`src/rtl/text_console_writer_pkg.sv`:
```
// Shared constants, control codes and types for the text console writer.
package text_console_pkg;

  localparam int COLS_DEF = 80;
  localparam int ROWS_DEF = 30;

  localparam logic [7:0] FILL_CHAR_DEF = 8'h20;

  localparam logic [7:0] CODE_BS       = 8'h08;
  localparam logic [7:0] CODE_LF       = 8'h0A;
  localparam logic [7:0] CODE_FF       = 8'h0C;
  localparam logic [7:0] CODE_CR       = 8'h0D;
  localparam logic [7:0] CODE_PRINT_LO = 8'h20;
  localparam logic [7:0] CODE_PRINT_HI = 8'h7E;

  typedef enum logic {
    ST_IDLE  = 1'b0,
    ST_CLEAR = 1'b1
  } state_e;

  // One-hot-ish command bundle to the cursor; at most one bit is set per cycle.
  typedef struct packed {
    logic advance;
    logic newline;
    logic cr;
    logic home;
    logic back;
  } cursor_cmd_t;

endpackage

```
`src/rtl/text_console_writer_if.sv`:
```
// Character stream in, text RAM write port out.
interface text_console_writer_if #(
  parameter int DATA_WIDTH = 8,
  parameter int ADDR_WIDTH = 12
);
  logic [DATA_WIDTH-1:0] char_in;
  logic                  char_valid;
  logic                  char_ready;
  logic [DATA_WIDTH-1:0] ram_wdata;
  logic [ADDR_WIDTH-1:0] ram_waddr;
  logic                  ram_we;

  // Upstream source / RAM side.
  modport master (
    output char_in, char_valid,
    input  char_ready, ram_wdata, ram_waddr, ram_we
  );

  // Writer side.
  modport slave (
    input  char_in, char_valid,
    output char_ready, ram_wdata, ram_waddr, ram_we
  );
endinterface

```
`src/rtl/text_console_writer_cursor.sv`:
```
// Cursor column/row counters plus a running row-base address, so the cell
// address is row_base + col and no multiplier is needed.
module text_cursor
  import text_console_pkg::*;
#(
  parameter int ADDR_WIDTH = 12,
  parameter int COLS       = COLS_DEF,
  parameter int ROWS       = ROWS_DEF
) (
  input  logic                  clk,
  input  logic                  rst,
  input  cursor_cmd_t           cmd,
  output logic [6:0]            col,
  output logic [4:0]            row,
  output logic [ADDR_WIDTH-1:0] addr
);
  localparam logic [6:0]            COL_LAST = 7'(COLS - 1);
  localparam logic [4:0]            ROW_LAST = 5'(ROWS - 1);
  localparam logic [ADDR_WIDTH-1:0] ROW_STEP = ADDR_WIDTH'(COLS);

  logic [6:0]            col_q, col_d;
  logic [4:0]            row_q, row_d;
  logic [ADDR_WIDTH-1:0] base_q, base_d;
  logic [4:0]            row_nx;
  logic [ADDR_WIDTH-1:0] base_nx;

  // Next cursor position from the command; row step wraps to the top.
  always_comb begin
    col_d = col_q;
    row_d = row_q;
    base_d = base_q;
    if (row_q == ROW_LAST) begin
      row_nx  = '0;
      base_nx = '0;
    end else begin
      row_nx  = row_q + 5'd1;
      base_nx = base_q + ROW_STEP;
    end
    if (cmd.home) begin
      col_d  = '0;
      row_d  = '0;
      base_d = '0;
    end else if (cmd.advance) begin
      if (col_q == COL_LAST) begin
        col_d  = '0;
        row_d  = row_nx;
        base_d = base_nx;
      end else begin
        col_d = col_q + 7'd1;
      end
    end else if (cmd.newline) begin
      col_d  = '0;
      row_d  = row_nx;
      base_d = base_nx;
    end else if (cmd.cr) begin
      col_d = '0;
    end else if (cmd.back && (col_q != '0)) begin
      col_d = col_q - 7'd1;
    end
  end

  // Cursor registers.
  always_ff @(posedge clk or posedge rst) begin
    if (rst) begin
      col_q  <= '0;
      row_q  <= '0;
      base_q <= '0;
    end else begin
      col_q  <= col_d;
      row_q  <= row_d;
      base_q <= base_d;
    end
  end

  assign col  = col_q;
  assign row  = row_q;
  assign addr = base_q + ADDR_WIDTH'(col_q);

endmodule

```
`src/rtl/text_console_writer.sv`:
```
// Turns a character stream into text RAM writes with cursor control codes
// and a full-screen clear sweep.
//
//   state    | meaning
//   ST_IDLE  | accepting characters, one RAM write per printable/backspace
//   ST_CLEAR | writing FILL_CHAR to every cell, one per cycle, input stalled
module text_console_writer
  import text_console_pkg::*;
#(
  parameter int DATA_WIDTH = 8,
  parameter int ADDR_WIDTH = 12,
  parameter int COLS       = COLS_DEF,
  parameter int ROWS       = ROWS_DEF,
  parameter logic [DATA_WIDTH-1:0] FILL_CHAR = DATA_WIDTH'(FILL_CHAR_DEF)
) (
  input  logic                  clk,
  input  logic                  rst,
  text_console_writer_if.slave  bus,
  input  logic                  clear,
  output logic                  busy,
  output logic [6:0]            cursor_col,
  output logic [4:0]            cursor_row
);
  localparam logic [ADDR_WIDTH-1:0] LAST_CELL = ADDR_WIDTH'(COLS * ROWS - 1);
  localparam logic [DATA_WIDTH-1:0] C_BS = DATA_WIDTH'(CODE_BS);
  localparam logic [DATA_WIDTH-1:0] C_LF = DATA_WIDTH'(CODE_LF);
  localparam logic [DATA_WIDTH-1:0] C_FF = DATA_WIDTH'(CODE_FF);
  localparam logic [DATA_WIDTH-1:0] C_CR = DATA_WIDTH'(CODE_CR);
  localparam logic [DATA_WIDTH-1:0] C_LO = DATA_WIDTH'(CODE_PRINT_LO);
  localparam logic [DATA_WIDTH-1:0] C_HI = DATA_WIDTH'(CODE_PRINT_HI);

  state_e                state_q, state_d;
  logic                  we_q, we_d;
  logic [ADDR_WIDTH-1:0] waddr_q, waddr_d;
  logic [DATA_WIDTH-1:0] wdata_q, wdata_d;
  logic                  char_ready;
  logic                  accept;
  cursor_cmd_t           cmd;
  logic [ADDR_WIDTH-1:0] cur_addr;

  text_cursor #(
    .ADDR_WIDTH (ADDR_WIDTH),
    .COLS       (COLS),
    .ROWS       (ROWS)
  ) u_cursor (
    .clk  (clk),
    .rst  (rst),
    .cmd  (cmd),
    .col  (cursor_col),
    .row  (cursor_row),
    .addr (cur_addr)
  );

  // Next state, next write-port values and cursor command.
  always_comb begin
    state_d    = state_q;
    we_d       = 1'b0;
    waddr_d    = waddr_q;
    wdata_d    = wdata_q;
    cmd        = '0;
    char_ready = (state_q == ST_IDLE) && !clear && !rst;
    accept     = bus.char_valid && char_ready;
    case (state_q)
      ST_IDLE: begin
        if (clear || (accept && (bus.char_in == C_FF))) begin
          state_d  = ST_CLEAR;
          we_d     = 1'b1;
          waddr_d  = '0;
          wdata_d  = FILL_CHAR;
          cmd.home = 1'b1;
        end else if (accept) begin
          if ((bus.char_in >= C_LO) && (bus.char_in <= C_HI)) begin
            we_d        = 1'b1;
            waddr_d     = cur_addr;
            wdata_d     = bus.char_in;
            cmd.advance = 1'b1;
          end else if (bus.char_in == C_LF) begin
            cmd.newline = 1'b1;
          end else if (bus.char_in == C_CR) begin
            cmd.cr = 1'b1;
          end else if ((bus.char_in == C_BS) && (cursor_col != '0)) begin
            we_d     = 1'b1;
            waddr_d  = cur_addr - ADDR_WIDTH'(1);
            wdata_d  = FILL_CHAR;
            cmd.back = 1'b1;
          end
        end
      end
      ST_CLEAR: begin
        if (waddr_q == LAST_CELL) begin
          state_d = ST_IDLE;
        end else begin
          we_d    = 1'b1;
          waddr_d = waddr_q + ADDR_WIDTH'(1);
        end
      end
      default: state_d = ST_IDLE;
    endcase
  end

  // State and RAM write-port registers; these drive the RAM directly.
  always_ff @(posedge clk or posedge rst) begin
    if (rst) begin
      state_q <= ST_IDLE;
      we_q    <= 1'b0;
      waddr_q <= '0;
      wdata_q <= '0;
    end else begin
      state_q <= state_d;
      we_q    <= we_d;
      waddr_q <= waddr_d;
      wdata_q <= wdata_d;
    end
  end

  assign busy           = (state_q == ST_CLEAR);
  assign bus.char_ready = char_ready;
  assign bus.ram_we     = we_q;
  assign bus.ram_waddr  = waddr_q;
  assign bus.ram_wdata  = wdata_q;

endmodule
```
`src/flat_wrapper.sv`:
```
// flat-port wrapper written by rule: the top's interface ports become plain ports
module text_console_writer_flat import text_console_pkg::*;
#(
  parameter int DATA_WIDTH = 8,
  parameter int ADDR_WIDTH = 12,
  parameter int COLS       = COLS_DEF,
  parameter int ROWS       = ROWS_DEF,
  parameter logic [DATA_WIDTH-1:0] FILL_CHAR = DATA_WIDTH'(FILL_CHAR_DEF)
)
  (clk, rst, clear, busy, cursor_col, cursor_row, bus_char_in, bus_char_valid, bus_char_ready, bus_ram_wdata, bus_ram_waddr, bus_ram_we);
  text_console_writer_if #(.DATA_WIDTH(DATA_WIDTH), .ADDR_WIDTH(ADDR_WIDTH)) bus_i ();
  input  logic clk;
  input  logic rst;
  input  logic clear;
  output logic busy;
  output logic [6:0] cursor_col;
  output logic [4:0] cursor_row;
  input wire logic [$bits(bus_i.char_in)-1:0] bus_char_in;
  input wire logic [$bits(bus_i.char_valid)-1:0] bus_char_valid;
  output wire logic [$bits(bus_i.char_ready)-1:0] bus_char_ready;
  output wire logic [$bits(bus_i.ram_wdata)-1:0] bus_ram_wdata;
  output wire logic [$bits(bus_i.ram_waddr)-1:0] bus_ram_waddr;
  output wire logic [$bits(bus_i.ram_we)-1:0] bus_ram_we;
  assign bus_i.char_in = bus_char_in;
  assign bus_i.char_valid = bus_char_valid;
  assign bus_char_ready = bus_i.char_ready;
  assign bus_ram_wdata = bus_i.ram_wdata;
  assign bus_ram_waddr = bus_i.ram_waddr;
  assign bus_ram_we = bus_i.ram_we;
  text_console_writer #(.DATA_WIDTH(DATA_WIDTH), .ADDR_WIDTH(ADDR_WIDTH), .COLS(COLS), .ROWS(ROWS), .FILL_CHAR(FILL_CHAR)) u_core (.clk(clk), .rst(rst), .bus(bus_i), .clear(clear), .busy(busy), .cursor_col(cursor_col), .cursor_row(cursor_row));
endmodule
```
`config.mk`:
```
export PLATFORM = sky130hd
export DESIGN_NAME = text_console_writer_flat
export DESIGN_NICKNAME = d
export VERILOG_FILES = /design/src/rtl/text_console_writer_pkg.sv /design/src/rtl/text_console_writer_if.sv /design/src/rtl/text_console_writer_cursor.sv /design/src/rtl/text_console_writer.sv /design/src/flat_wrapper.sv
export SDC_FILE = /design/constraint.sdc
export NUM_CORES = 1
export LEC_CHECK = 0
export ABC_AREA = 1
export CAP_MARGIN = 15
export CORE_MARGIN = 1
export CORE_UTILIZATION = 23
export CTS_CLUSTER_DIAMETER = 50
export DETAILED_ROUTE_END_ITERATION = 7
export GPL_TIMING_DRIVEN = 0
export SYNTH_ARGS = -nofsm -noshare
export SYNTH_HDL_FRONTEND = slang
export SYNTH_HIERARCHICAL = 1
export SYNTH_SLANG_ARGS = --single-unit
```
`constraint.sdc`:
```
create_clock -name clk -period 6.8 [get_ports clk]
set_input_delay 1.36 -clock clk [delete_from_list [all_inputs] [get_ports clk]]
set_output_delay 1.36 -clock clk [all_outputs]
set_load 0.02 [all_outputs]
```
==> flow_metrics.env <==
export IMPL_synthArstFlopShare_pct=100
export IMPL_cts_tree="yes"
export IMPL_crit_required_ps=5440
export IMPL_synthFlopType="dfrtp_1"
export IMPL_antenna_left=0
export IMPL_grt_use_total_pct=12.1
export IMPL_clock_sinks=42
export IMPL_synth_fa_ha_area_share_pct=4.26
export IMPL_synth_edf_count=0
export IMPL_rows=44
export IMPL_critPathLaunch="clear"
export IMPL_drtIter0Drc=219
export IMPL_fp_dieW_um=126
export IMPL_finalInstanceArea_mm2=0.00438
export IMPL_finalNetCount=629
export IMPL_drc=0
export IMPL_cp_endpoint="bus_char_ready"
export IMPL_critPathMaxStageDelay_ps=610
export IMPL_slew_headroom_pct=44.2
export IMPL_clock_path_buffers=2
export IMPL_outcome="completed"
export IMPL_synth_mux_area_share_pct=0
export IMPL_cts_setup_buffers=0
export IMPL_critical_path_class="input port to output pin"
export IMPL_core_area_mm2=0.0148
export IMPL_max_freq_mhz=247
export IMPL_fin_crit_ps=4050
export IMPL_clock_latency_ps=280
export IMPL_io_pins=47
export IMPL_end_kind="output pin"
export IMPL_grt_pass1_vias=3237
export IMPL_synth_compound_area_share_pct=9.70
export IMPL_port_buffers=46
export IMPL_synthTopCellsByArea="dfrtp_1 (30%), nand2_1 (21%), nand3_1 (7.4%)"
export IMPL_syn_cell_area_mm2=0.00352
export IMPL_grt_pass1_wl_um=15700
export IMPL_cts_repair_resized=0
export IMPL_avgSynthCellArea_um2=6.38
export IMPL_yosysSeqAreaShare_pct=29.8
export IMPL_p_leak_nw=2.15
export IMPL_tightest_slew_ps=836
export IMPL_hp_class="flip-flop to flip-flop"
export IMPL_final_hold_viol_count=0
export IMPL_final_common_cell="nand2_1"
export IMPL_r2r_slack_ps=4220
export IMPL_hold_buffers=0
export IMPL_setup_viol=0
export IMPL_hpwl_um=7030
export IMPL_crit_chain="clkdlybuf4s50_1 > inv_1 > nand2_4 > nor2_1 > clkdlybuf4s50_1"
export IMPL_post_drt_wl_per_cell_um=11.6
export IMPL_synthCells=552
export IMPL_yosysTopAreaCell="dfrtp_1"
export IMPL_arrival_ps=2690
export IMPL_synth_top_family_by_area="simple AND/OR/NAND/NOR gates"
export IMPL_h_tree_depth=2
export IMPL_yosys_warnings=6
export IMPL_yosysTopAreaCellShare_pct=29.8
export IMPL_yosysUniqueCellTypes=37
export IMPL_dp_cells=782
export IMPL_firstDrtPassIters=5
export IMPL_synth_nets=576
export IMPL_slowest_stage="clkdlybuf4s50_1"
export IMPL_vias=3526
export IMPL_grt_setup_unrepaired="no"
export IMPL_drv_cap=0
export IMPL_p_total_mw=0.575
export IMPL_final_cells=789
export IMPL_place_gp_congestion=0.818
export IMPL_tns_ps=0
export IMPL_rr_endpoint="u_core/bus.ram_waddr[10]"
export IMPL_finClkSkew_ps=3.18
export IMPL_r2r_cells=14
export IMPL_drive_gt1_share_pct=7.11
export IMPL_cp_start_kind="input port"
export IMPL_synth_seq_cells=42
export IMPL_die_area_mm2=0.0158
export IMPL_cp_common_cell="clkdlybuf4s50_1"
export IMPL_synthSimpleGateAreaFrac_pct=42.4
export IMPL_vias_per_cell=4.47
export IMPL_antenna_cells=0
export IMPL_synth_xor_area_share_pct=3.73
export IMPL_cts_root_buffer="clkbuf_16"
export IMPL_path_clk_slew_ps=60
export IMPL_syn_to_final_growth_pct=24.4
export IMPL_p_per_area_mw_per_mm2=131
export IMPL_min_period_over_period_pct=59.5
export IMPL_wirelength_um=9170
export IMPL_initial_core_util_pct=23.9
export IMPL_grt_max_degree=23
export IMPL_report_final_slew_viol_count=0
export IMPL_r2r_start="u_core/u_cursor/col[5]"
export IMPL_antenna_found_initial=0
export IMPL_crit_fanout=4
export IMPL_ir_drop_mv=0.0755
export IMPL_grt_overflow=0
export IMPL_mostFrequentLayoutCells="nand2_1 (199), nor2_1 (57), inv_1 (56)"
export IMPL_placed_area_mm2=0.00421
export IMPL_chipHeight_um=126
export IMPL_numCtsBuffers=5
## power by group
group | switching (mW) | internal, mW | total (mW)
Clock | 0.101 | 0.181 | 0.282
Combinational | 0.0256 | 0.0149 | 0.0405
Sequential | 0.00149 | 0.251 | 0.253
## area by class of cell
cell class / count / area (um^2)
Buffer: 16 / 123
Inverter: 60 / 228
Timing Repair Buffer: 46 / 460
Clock buffer: 6 / 139
Clock inverter: 1 / 30.0
Fill cell: 1645 / 10400
Sequential cell: 42 / 1050
Multi-Input combinational cell: 434 / 2120
Tap cell: 184 / 230
## per-layer routing
layer	up-vias	wire, um	track usage [%]	share of wire, %
met5	-	0	0	0
met4	0	52	2.34	0.57
met3	5	358	2.55	3.9
met2	61	4120	19.6	45
met1	1592	4630	16.5	51
li1	1868	-	-	-
## critical path, delay by kind of cell
family / cells / cell delay [ps]
simple gates: 2 / 180
buf+inv: 3 / 1140
## stage by stage
step | utilization, % | hold WS, ps | setup slack [ps]
6_report | 29.7 | 501 | 2750
5_1_grt | 29.7 | 538 | 2700
4_1_cts | 29.7 | 498 | 2730
3_5_place_dp | 28.6 | 482 | 2740
3_3_place_gp | 28.6 | 475 | 2740
2_1_floorplan | - | 481 | 3640
## how the worst min path moves through the flow
stage	endpoint	startpoint	cells after the start
2_1_floorplan	u_core/u_cursor/base_q[11]	u_core/u_cursor/base_q[11]	2
3_3_place_gp	u_core/bus.ram_wdata[5]	u_core/bus.ram_wdata[5]	2
3_5_place_dp	u_core/bus.ram_wdata[5]	u_core/bus.ram_wdata[5]	2
4_1_cts	u_core/bus.ram_wdata[5]	u_core/bus.ram_wdata[5]	2
5_1_grt	u_core/bus.ram_wdata[0]	u_core/bus.ram_wdata[0]	2
6_report	u_core/bus.ram_wdata[1]	u_core/bus.ram_wdata[1]	2
## cells by family after synthesis
| group | after synthesis |
|---|---|
| AOI/OAI and AO/OA | 62 |
| other | 1 |
| buffers and inverters | 76 |
| and+or+nand+nor | 344 |
| DFF | 42 |
| xor gates and xnor gates | 15 |
| adders and majority gates | 12 |
## cell usage after synthesis, types with 4 or more instances
library cell    n
xor2_1         12
ha_1           12
nand2_4         4
dfrtp_1        42
buf_2           4
inv_1          56
o21ai_0        24
buf_6           4
nand4_1        14
buf_4           4
nor2_1         57
nand2_1       199
nand3_1        52
nor3_1          4
o21ai_1        15
a21oi_1        15
## registers in the layout, summed over array words and instances, names as in the netlist
| signal | count |
|---|---|
| u_core/bus.ram_we | 1 |
| u_core/bus.ram_wdata | 8 |
| u_core/u_cursor/col | 7 |
| u_core/u_cursor/base_q | 8 |
| u_core/u_cursor/row | 5 |
| u_core/bus.ram_waddr | 12 |
| u_core/busy | 1 |
Power figures use the tool's default switching activity.
